File: config.mk
export PLATFORM = sky130hd
export DESIGN_NAME = l1a_dav_fifo_writer
export DESIGN_NICKNAME = d
export VERILOG_FILES = /design/src/rtl/dmb_dav_pkg.sv /design/src/rtl/dav_sync_fifo.sv /design/src/rtl/l1a_dav_fifo_writer.sv
export SDC_FILE = /design/constraint.sdc
export NUM_CORES = 1
export LEC_CHECK = 0
export ABC_AREA = 0
export BUFFER_PORTS_ARGS = -buffer_cell sky130_fd_sc_hd__buf_2
export CORE_ASPECT_RATIO = 0.8
export CORE_UTILIZATION = 50
export DETAILED_ROUTE_END_ITERATION = 8
export GPL_TIMING_DRIVEN = 0
export PLACE_DENSITY_LB_ADDON = 0.2
export SLEW_MARGIN = 20
export SYNTH_ARGS = -nofsm -noshare
export SYNTH_HDL_FRONTEND = slang
export SYNTH_SLANG_ARGS = --single-unit
File: constraint.sdc
create_clock -name CLKCMS -period 8.3 [get_ports CLKCMS]
set_input_delay 0.83 -clock CLKCMS [delete_from_list [all_inputs] [get_ports CLKCMS]]
set_output_delay 0.83 -clock CLKCMS [all_outputs]
set_load 0.02 [all_outputs]
File: src/rtl/dmb_dav_pkg.sv
// Shared definitions for the L1A/DAV queue write side.
// Holds the DAVACT word layout, the window FSM state type, the word packer
// and the majority voter used when the window FSM and queue pointers are
// triplicated.
package dmb_dav_pkg;

    localparam int DAV_W      = 7;
    localparam int DAVACT_W   = 17;
    localparam int DAV_LSB    = 0;
    localparam int DAV_MSB    = 6;
    localparam int OVL_BIT    = 7;
    localparam int TAG_LSB    = 8;
    localparam int TAG_MSB    = 15;
    localparam int NODATA_BIT = 16;

    typedef enum logic [1:0] {
        ST_IDLE  = 2'd0,
        ST_OPEN  = 2'd1,
        ST_CLOSE = 2'd2
    } win_state_t;

    // Bitwise 2-of-3 vote; callers cast their operands to and from 32 bits.
    function automatic logic [31:0] maj3(input logic [31:0] a,
                                         input logic [31:0] b,
                                         input logic [31:0] c);
        return (a & b) | (a & c) | (b & c);
    endfunction

    // Assemble one DAVACT word from its fields.
    function automatic logic [DAVACT_W-1:0] make_word(input logic             nodata,
                                                      input logic [7:0]       tag,
                                                      input logic             ovl,
                                                      input logic [DAV_W-1:0] dav);
        logic [DAVACT_W-1:0] w;
        w                  = '0;
        w[DAV_MSB:DAV_LSB] = dav;
        w[OVL_BIT]         = ovl;
        w[TAG_MSB:TAG_LSB] = tag;
        w[NODATA_BIT]      = nodata;
        return w;
    endfunction

endpackage

File: src/rtl/dav_sync_fifo.sv
// First-word-fall-through synchronous queue for DAVACT words.
// Ports:
//   CLKCMS    clock, rising edge
//   RST       asynchronous active-high reset
//   srst      synchronous clear (pointers, flags, head word)
//   wr_en     push wr_data; ignored when full unless a pop happens in the same cycle
//   rd_en     pop; ignored when empty
//   rd_data   registered head word, holds its last value while empty
//   not_empty registered, 1 = rd_data valid
//   full      registered, queue holds DEPTH words
// Pointers carry one extra wrap bit; with TMR != 0 each pointer is kept in
// three copies that are rewritten every cycle from the voted value.
module dav_sync_fifo
    import dmb_dav_pkg::*;
#(
    parameter int WIDTH = 17,
    parameter int DEPTH = 16,
    parameter int TMR   = 0
) (
    input  logic             CLKCMS,
    input  logic             RST,
    input  logic             srst,
    input  logic             wr_en,
    input  logic [WIDTH-1:0] wr_data,
    input  logic             rd_en,
    output logic [WIDTH-1:0] rd_data,
    output logic             not_empty,
    output logic             full
);
    localparam int AW   = $clog2(DEPTH);
    localparam int PW   = AW + 1;
    localparam int NREP = (TMR != 0) ? 3 : 1;
    localparam int R1   = (TMR != 0) ? 1 : 0;
    localparam int R2   = (TMR != 0) ? 2 : 0;

    logic [PW-1:0]    wr_ptr_r [NREP];
    logic [PW-1:0]    rd_ptr_r [NREP];
    logic [WIDTH-1:0] mem_r    [DEPTH];
    logic [WIDTH-1:0] rd_data_r;
    logic             not_empty_r;
    logic             full_r;

    logic [PW-1:0]    wr_ptr_s, rd_ptr_s, wr_nx_s, rd_nx_s;
    logic             do_wr_s, do_rd_s;
    logic [WIDTH-1:0] head_s;

    // Pointer voting, accepted read/write and next head word
    always_comb begin
        wr_ptr_s = PW'(maj3(32'(wr_ptr_r[0]), 32'(wr_ptr_r[R1]), 32'(wr_ptr_r[R2])));
        rd_ptr_s = PW'(maj3(32'(rd_ptr_r[0]), 32'(rd_ptr_r[R1]), 32'(rd_ptr_r[R2])));
        do_rd_s  = rd_en & not_empty_r;
        // A push into a full queue still lands when a pop frees a slot this cycle.
        do_wr_s  = wr_en & (~full_r | do_rd_s);
        wr_nx_s  = wr_ptr_s + PW'(do_wr_s);
        rd_nx_s  = rd_ptr_s + PW'(do_rd_s);
        // Bypass covers the word being written into the slot that becomes the head.
        head_s   = (do_wr_s && (wr_ptr_s[AW-1:0] == rd_nx_s[AW-1:0]))
                   ? wr_data : mem_r[rd_nx_s[AW-1:0]];
    end

    // Storage array write port
    always_ff @(posedge CLKCMS) begin
        if (do_wr_s) begin
            mem_r[wr_ptr_s[AW-1:0]] <= wr_data;
        end
    end

    // Pointer copies, registered flags and head word
    always_ff @(posedge CLKCMS or posedge RST) begin
        if (RST) begin
            for (int i = 0; i < NREP; i++) begin wr_ptr_r[i] <= '0; rd_ptr_r[i] <= '0; end
            not_empty_r <= 1'b0;
            full_r      <= 1'b0;
            rd_data_r   <= '0;
        end else if (srst) begin
            for (int i = 0; i < NREP; i++) begin wr_ptr_r[i] <= '0; rd_ptr_r[i] <= '0; end
            not_empty_r <= 1'b0;
            full_r      <= 1'b0;
            rd_data_r   <= '0;
        end else begin
            for (int i = 0; i < NREP; i++) begin wr_ptr_r[i] <= wr_nx_s; rd_ptr_r[i] <= rd_nx_s; end
            not_empty_r <= (wr_nx_s != rd_nx_s);
            full_r      <= (wr_nx_s[AW] != rd_nx_s[AW]) && (wr_nx_s[AW-1:0] == rd_nx_s[AW-1:0]);
            if (wr_nx_s != rd_nx_s) begin
                rd_data_r <= head_s;
            end
        end
    end

    assign rd_data   = rd_data_r;
    assign not_empty = not_empty_r;
    assign full      = full_r;

endmodule

File: src/rtl/l1a_dav_fifo_writer.sv
// Write side of the L1A/DAV queue read by the DMB readout controller.
// Each L1A opens a WIN-cycle window that ORs in enabled DAV pulses; at the
// close (or when a new L1A overlaps the window) one DAVACT word is pushed.
// Ports:
//   CLKCMS   40 MHz clock, rising edge
//   RST      asynchronous active-high reset
//   L1ARST   synchronous clear of counter, queue, window and OVFL
//   L1A      one-cycle level-1 accept
//   DAVIN    [7:1] DAV pulses (1-5 CFEB, 6 TMB, 7 ALCT); DAVENBL masks them
//   POPBRAM  reader pop, honoured only while GEMPTY_B = 1
//   GEMPTY_B queue not empty; DAVACT valid
//   DAVACT   head word {nodata, tag[7:0], overlap, dav[6:0]}
//   QFULL    queue holds DEPTH words
//   OVFL     sticky, a push was dropped on a full queue
//   L1ACNT   24-bit L1A count
module l1a_dav_fifo_writer
    import dmb_dav_pkg::*;
#(
    parameter int WIN   = 16,
    parameter int DEPTH = 16,
    parameter int TMR   = 0
) (
    input  logic                CLKCMS,
    input  logic                RST,
    input  logic                L1ARST,
    input  logic                L1A,
    input  logic [7:1]          DAVIN,
    input  logic [7:1]          DAVENBL,
    input  logic                POPBRAM,
    output logic                GEMPTY_B,
    output logic [DAVACT_W-1:0] DAVACT,
    output logic                QFULL,
    output logic                OVFL,
    output logic [23:0]         L1ACNT
);
    localparam int         NREP   = (TMR != 0) ? 3 : 1;
    localparam int         R1     = (TMR != 0) ? 1 : 0;
    localparam int         R2     = (TMR != 0) ? 2 : 0;
    // The window spans timer values 0..WIN-1; the push is requested on the
    // edge where the timer steps onto WIN-1 so the word lands one edge later.
    localparam logic [7:0] T_LAST = 8'(WIN - 2);
    localparam logic [7:0] T_END  = 8'(WIN - 1);

    win_state_t          st_r    [NREP];
    logic [7:0]          timer_r [NREP];
    logic [DAV_W-1:0]    acc_r;
    logic [7:0]          tag_r;
    logic [23:0]         cnt_r;
    logic                push_r;
    logic [DAVACT_W-1:0] word_r;
    logic                ovfl_r;

    win_state_t          st_s;
    logic [7:0]          timer_s;
    logic [DAV_W-1:0]    dav_s, acc_nx_s;
    logic                fifo_ne_s, fifo_full_s;

    // FSM voting and qualified DAV for this cycle
    always_comb begin
        st_s     = win_state_t'(2'(maj3(32'(st_r[0]), 32'(st_r[R1]), 32'(st_r[R2]))));
        timer_s  = 8'(maj3(32'(timer_r[0]), 32'(timer_r[R1]), 32'(timer_r[R2])));
        dav_s    = DAVIN & DAVENBL;
        acc_nx_s = acc_r | dav_s;
    end

    // Window FSM, L1A counter, accumulator, push request and overflow flag
    always_ff @(posedge CLKCMS or posedge RST) begin
        if (RST) begin
            for (int i = 0; i < NREP; i++) begin st_r[i] <= ST_IDLE; timer_r[i] <= 8'd0; end
            acc_r  <= '0;
            tag_r  <= 8'd0;
            cnt_r  <= 24'd0;
            push_r <= 1'b0;
            word_r <= '0;
            ovfl_r <= 1'b0;
        end else if (L1ARST) begin
            // Discards any open window and any push still in flight.
            for (int i = 0; i < NREP; i++) begin st_r[i] <= ST_IDLE; timer_r[i] <= 8'd0; end
            acc_r  <= '0;
            tag_r  <= 8'd0;
            cnt_r  <= 24'd0;
            push_r <= 1'b0;
            word_r <= '0;
            ovfl_r <= 1'b0;
        end else begin
            push_r <= 1'b0;
            ovfl_r <= ovfl_r | (push_r & fifo_full_s & ~(POPBRAM & fifo_ne_s));
            if (L1A) begin
                cnt_r <= cnt_r + 24'd1;
            end
            case (st_s)
                ST_OPEN: begin
                    if (L1A) begin
                        // Overlap: flush what was gathered so far, restart on the new L1A.
                        push_r <= 1'b1;
                        word_r <= make_word(acc_r == '0, tag_r, 1'b1, acc_r);
                        for (int i = 0; i < NREP; i++) begin st_r[i] <= ST_OPEN; timer_r[i] <= 8'd0; end
                        acc_r  <= dav_s;
                        tag_r  <= cnt_r[7:0];
                    end else if (timer_s == T_LAST) begin
                        push_r <= 1'b1;
                        word_r <= make_word(acc_nx_s == '0, tag_r, 1'b0, acc_nx_s);
                        for (int i = 0; i < NREP; i++) begin st_r[i] <= ST_CLOSE; timer_r[i] <= T_END; end
                        acc_r  <= acc_nx_s;
                    end else begin
                        for (int i = 0; i < NREP; i++) begin st_r[i] <= ST_OPEN; timer_r[i] <= timer_s + 8'd1; end
                        acc_r  <= acc_nx_s;
                    end
                end
                ST_IDLE, ST_CLOSE: begin
                    if (L1A) begin
                        for (int i = 0; i < NREP; i++) begin st_r[i] <= ST_OPEN; timer_r[i] <= 8'd0; end
                        acc_r <= dav_s;
                        tag_r <= cnt_r[7:0];
                    end else begin
                        for (int i = 0; i < NREP; i++) begin st_r[i] <= ST_IDLE; timer_r[i] <= 8'd0; end
                    end
                end
                default: begin
                    for (int i = 0; i < NREP; i++) begin st_r[i] <= ST_IDLE; timer_r[i] <= 8'd0; end
                end
            endcase
        end
    end

    dav_sync_fifo #(
        .WIDTH (DAVACT_W),
        .DEPTH (DEPTH),
        .TMR   (TMR)
    ) u_fifo (
        .CLKCMS    (CLKCMS),
        .RST       (RST),
        .srst      (L1ARST),
        .wr_en     (push_r),
        .wr_data   (word_r),
        .rd_en     (POPBRAM),
        .rd_data   (DAVACT),
        .not_empty (fifo_ne_s),
        .full      (fifo_full_s)
    );

    assign GEMPTY_B = fifo_ne_s;
    assign QFULL    = fifo_full_s;
    assign OVFL     = ovfl_r;
    assign L1ACNT   = cnt_r;

endmodule

Yosys cells after proc, flatten, opt, wreduce, memory -nomap -nowiden:

Memories as Yosys holds them, arrays and structs flattened.
Cells that the tools add are included.

* register bits: 97
* input port bits: 19
* memories kept: 1
* word-level logic and storage cells: 100
* output and inout bits: 44
* memory bits (writable): 272

* add/subtract/negate cells: 4
* muxes and demuxes: 36
* equal/unequal tests: 8
* reductions and logical operators: 16
* bitwise logic cells: 22

Memories
* u_fifo.mem_r: words 16, bits a word 17, read ports 1, clocked after Yosys merged registers in 0, wr ports 1, RTL line dav_sync_fifo.sv:38 `logic [WIDTH-1:0] mem_r [DEPTH];`

Operators by type and width (count)
* 17-bit 2-to-1 mux: 7
* 8-bit 2-to-1 mux: 7
* 24-bit 2-to-1 mux: 2
* 24-bit by 1-bit adder with 24-bit output, second input constant: 1
* 7-bit 2-to-1 mux: 3
* 5-bit bitwise OR: 4
* 8-bit bitwise OR: 2
* 7-bit logical NOT: 2
* 7-bit case mux with 2 select lines: 1
* 5-bit by 1-bit adder with 5-bit output: 2
* 5-bit AND: 2
* 1-bit 2-to-1 mux: 10
* 5-bit 2-to-1 mux: 2
* 8-bit by 1-bit adder with 8-bit output, second input constant: 1
* 8-bit AND: 1
* 4-bit == test: 2
* 8-bit by 4-bit == test with 1-bit output, second input constant: 1
* 2-bit nonzero test: 4
* 7-bit AND: 1
* 7-bit bitwise OR: 1
* 2-bit 2-to-1 mux: 3
* 2-bit AND reduction: 3
* 3-bit nonzero test: 2
* 5-bit inequality test: 1
* 14 further kinds: 21

Longest topological paths before layout:

* depth in word-level cells: 9
* gate-level depth with buffers: 12
* mapped depth without buffers: 9

Hierarchy:

Synthesis repeated with hierarchy kept, for this count alone.

* cells, all modules: 840
* area, all modules: 14879.3 um^2

By module, submodules not included
* dav_sync_fifo: instances 1, cells each 570, sequential area each 8893.5 um^2, area each 11882.6 um^2
* l1a_dav_fifo_writer: instances 1, cells each 270, sequential area each 1701.6 um^2, area each 2996.6 um^2

Worst setup path after synthesis:

No wires, ideal clock.

* kind: input port to flip-flop
* start: in POPBRAM
* end: mem u_fifo.mem_r[0][0] (enable)
* buffers on the path: 0
* arrival: 2.933 ns
* library setup time: 0.412 ns
* data required time: 7.888 ns
* setup slack: 4.954 ns
* cell stages on the path: 4
* cell sequence: nand2_1 -> a21boi_1 -> or3b_2 -> nor3_1

* cells in the longest elaborated chain, start to end: 5

RTL lines
* from (decl): RTL line l1a_dav_fifo_writer.sv:29 `input logic POPBRAM,`
* 1-bit AND: RTL line dav_sync_fifo.sv:51 `do_rd_s = rd_en & not_empty_r;`
* 1-bit bitwise OR: RTL line dav_sync_fifo.sv:53 `do_wr_s = wr_en & (~full_r | do_rd_s);`
* 1-bit AND: RTL line dav_sync_fifo.sv:53
* 1-bit 2-to-1 mux: RTL line dav_sync_fifo.sv:63 `if (do_wr_s) begin`
* 1-bit 2-to-1 mux (implied by the code): RTL line dav_sync_fifo.sv:64 `mem_r[wr_ptr_s[AW-1:0]] <= wr_data;`
* to (decl): RTL line dav_sync_fifo.sv:38

No other way between the ends.

Worst setup path in the final report:

* start: reg u_fifo.not_empty_r (netlist: u_fifo.not_empty)
* end: reg u_fifo.rd_data_r[7] (netlist: u_fifo.rd_data[7])

* cells in the longest elaborated chain, start to end: 7
* elaborated cells on any way between the ends: 13
* those cells by class: add/sub (2); eq/ne (2); mux (3); bitwise (3); reduce/logical (2); memory (1)

RTL lines
* from (decl): RTL line dav_sync_fifo.sv:40 `logic not_empty_r;`
* from (signal assigned): RTL line dav_sync_fifo.sv:82 `not_empty_r <= (wr_nx_s != rd_nx_s);`
* 1-bit AND *: RTL line dav_sync_fifo.sv:51
* parallel branches: the longest is 6 deep, another holds memory read 16 x 17 bit
* to (signal assigned): RTL line dav_sync_fifo.sv:85 `rd_data_r <= head_s;`
* to (decl): RTL line dav_sync_fifo.sv:39 `logic [WIDTH-1:0] rd_data_r;`

Mark *: on every way between the ends. The select of a mux whose other input is x is not followed.
A chain may end at the register's enable or synchronous reset.

==> results.py <==
metrics = {
    "global_route": {
        "antenna_found_initial": 0,
        "overflow": 0,
        "grt_pass1_vias": 7662,
        "grt_pass1_wl_mm": 47.12,
        "grt_usage": 0.2094,
        "grt_max_degree": 68,
    },
    "clock_tree": {
        "post_cts_buffers": 0,
        "htree_levels": 2,
        "clockBufferDepth": 3,
        "ctsResizeCount": 0,
        "tritoncts": "done",
        "clock_sinks": 369,
        "hold_buffers": 0,
        "cts.reportedPaths.clkPinSlew_ns": 0.06,
        "clk_latency_ns": 0.54,
        "cts_root_buffer": "clkbuf_16",
        "cts_buffers": 37,
    },
    "sta": {
        "setup_viol": 0,
        "fmax_mhz": 276.3,
        "fin_skew_ns": 0.01673,
        "tightest_slew_ns": 0.8456,
        "rsz0062_at_grt": "false",
        "fin_tns_setup_ns": 0,
        "min_period_over_period": 0.4361,
        "timing.slew.headroom": 0.4363,
        "drv_slew": 0,
        "hold_viol_final": 0,
        "min_period_ns": 3.620,
    },
    "power_and_ir_drop": {
        "power.density_nw_per_um2": 230.7,
        "ir_worst_vdd_uv": 140.8,
        "leakage_uw": 0.006405,
    },
    "synthesis": {
        "ys.flop_type": "edfxtp_1",
        "async_flop_share": 0.2629,
        "syn_area_um2": 14850,
        "synth-edff-count": 272,
        "syn_area_per_cell_um2": 17.63,
        "syn-num-nets": 868,
        "ys_seq_area_frac": 0.7136,
        "yosys_warnings": 0,
        "synth_cells": 842,
        "ys_ff_latch": 369,
        "synth_cell_types": 45,
    },
    "final_layout": {
        "final_cell_mix": "edfxtp_1 (272), dfrtp_1 (97), buf_2 (78)",
        "final_core_util": 0.5846,
        "postLayoutCellArea_um2": 17120,
        "final_net_count": 985,
        "final_layout_size_suffix_gt1_frac": 0.2462,
        "syn2layout_area_growth_pct": 15.31,
        "fillCellCount": 2265,
        "diodes": 0,
        "layout_commonest_cell": "edfxtp_1",
    },
    "floorplan": {
        "fp-row-count": 56,
        "die_x_um": 194.7,
        "dieArea_um2": 30390,
        "ios": 63,
        "die_h_um": 156.1,
        "coreArea_um2": 29290,
        "start_util": 0.5070,
    },
    "setup_path": {
        "worst_ep_required_time_ns": 8.70,
        "end_kind": "flip-flop",
        "regToRegSetupSlack_ns": 4.68,
        "cp.arrival_ns": 4.02,
        "endpoint": "u_fifo.rd_data[7]",
        "slowest_stage": "buf_1",
        "reg2reg_depth": 12,
        "crit_top_cell": "mux2i_1",
        "crit_path_cell_trace": "nand2_1 > inv_1 > ha_1 > ha_1 > buf_2 > buf_2 > buf_1 > mux4_2 > mux2i_1 > mux2i_1 > mux2i_1 > o22ai_1",
        "worst_setup_path_start_kind": "flip-flop",
        "reg2reg_to": "u_fifo.rd_data[7]",
        "rr_startpoint": "u_fifo.not_empty",
        "crit_start": "u_fifo.not_empty",
        "cp_max_fo": 10,
        "slowest_delay_ns": 0.62,
        "critical_path_class": "flip-flop to flip-flop",
    },
    "routing": {
        "totalWireLength_mm": 30.29,
        "drc_errors": 0,
        "detail_route.wl_per_cell_um": 22.21,
        "drtPass1Iterations": 5,
        "drtIter0Drc": 610,
        "vias": 7692,
        "antenna_left": 0,
        "vias_per_cell": 5.639,
    },
    "flow_run": {
        "cap_violations": 0,
    },
    "place": {
        "hpwl_mm": 20.05,
        "gp_congestion": 0.7672,
        "dpl_cell_area_um2": 15890,
        "numPortBuffers": 61,
    },
    "outcome": {
        "status": "finished, final reports clean",
    },
    "worst_hold_path": {
        "hp-class": "input pin to asynchronous set/reset pin",
    },
}
metal layers:
layer	vias to the layer above	share of wire	GRT usage
met5	-	0	0
met4	0	0.014	0.05253
met3	34	0.054	0.03394
met2	197	0.45	0.3122
met1	3955	0.49	0.3225
li1	3506	-	-
per-stage QoR:
stage	total power [µW]	hold WS, ns	cells	setup WS, ns
3_5_place_dp	2299	0.4762	1297	4.175
4_1_cts	3986	0.2768	1364	4.700
6_report	3950	0.2815	1364	4.680
2_1_floorplan	2222	0.4659	842	4.936
5_1_grt	4085	0.2907	1364	4.531
3_3_place_gp	2295	0.4791	1280	3.531
worst max-delay path, delay by kind of cell, from the launching register on:
| family | cells | cell delay [ns] |
|---|---|---|
| buffers and inverters | 4 | 1.23 |
| muxes | 4 | 1.09 |
| adders and majority gates | 2 | 0.50 |
| DFF | 1 | 0.41 |
| AOI/OAI and AO/OA | 1 | 0.13 |
| and+or+nand+nor | 1 | 0.12 |
final cells by class:
| type | instances | area [µm²] | area share |
|---|---|---|---|
| multi-input combinational | 406 | 4043 | 0.2361 |
| buffer | 40 | 178.9 | 0.01045 |
| sequential | 369 | 10600 | 0.6188 |
| clock buffer | 53 | 1059 | 0.06182 |
| inverter | 27 | 106.4 | 0.006212 |
| tap | 377 | 471.7 | 0.02755 |
| timing repair buffer | 78 | 490.5 | 0.02865 |
| clock inverter | 14 | 177.7 | 0.01038 |
flip-flops by register name, summed over array words and instances, names as in the netlist:
register and count:
u_fifo.mem_r 272, tag_r 8, u_fifo.not_empty 1, L1ACNT 24, u_fifo.wr_ptr_r 5, st_r 2, u_fifo.rd_ptr_r 5, u_fifo.full 1
word_r 17, timer_r 8, OVFL 1, acc_r 7, push_r 1, u_fifo.rd_data 17
where the power goes:
| group | internal [µW] | total, µW | switching, µW | leakage, µW |
|---|---|---|---|---|
| logic | 106 | 246 | 141 | 0.00188 |
| registers | 1990 | 2010 | 19.6 | 0.00392 |
| clock network | 1020 | 1690 | 678 | 0.000601 |
worst min path at each step:
stage / startpoint / endpoint / slack (ns) / depth (start not counted)
CTS: RST / u_fifo.rd_ptr_r[0] / 0.28 / 2
floorplan: tag_r[0] / word_r[8] / 0.47 / 1
detailed placement: tag_r[0] / word_r[8] / 0.48 / 1
global placement: tag_r[0] / word_r[8] / 0.48 / 1
global route: RST / u_fifo.full / 0.29 / 2
finish: RST / u_fifo.full / 0.28 / 2
cells in the mapped netlist, types with 3 or more instances:
master | instances | share of area
nand2b_1 | 5 | 0.0021
dfrtp_1 | 97 | 0.16
a21oi_1 | 8 | 0.0027
mux4_2 | 68 | 0.10
ha_1 | 7 | 0.0059
nand4_1 | 7 | 0.0029
mux2i_1 | 69 | 0.047
nor2b_1 | 5 | 0.0021
nand3_1 | 15 | 0.0051
edfxtp_1 | 272 | 0.55
and4_1 | 5 | 0.0029
o21bai_1 | 7 | 0.0035
xor2_1 | 18 | 0.011
buf_2 | 17 | 0.0057
and3_1 | 3 | 0.0013
inv_1 | 27 | 0.0068
clkbuf_1 | 19 | 0.0048
nor2_1 | 52 | 0.013
a22o_1 | 23 | 0.014
and2_1 | 3 | 0.0013
nor3_1 | 8 | 0.0027
o21ai_0 | 8 | 0.0027
nand2_1 | 28 | 0.0071
o22ai_1 | 17 | 0.0072
xnor2_1 | 21 | 0.012
nor4_1 | 8 | 0.0034
kinds of logic after synthesis:
group / share of synthesized area
buffers and inverters: 0.01888
and+or+nand+nor: 0.04989
AOI/OAI and AO/OA: 0.03379
DFF: 0.7136
adders and majority gates: 0.005898
muxes: 0.1497
xor gates and xnor gates: 0.02831
Note: power is estimated with default switching activity, not from simulation.
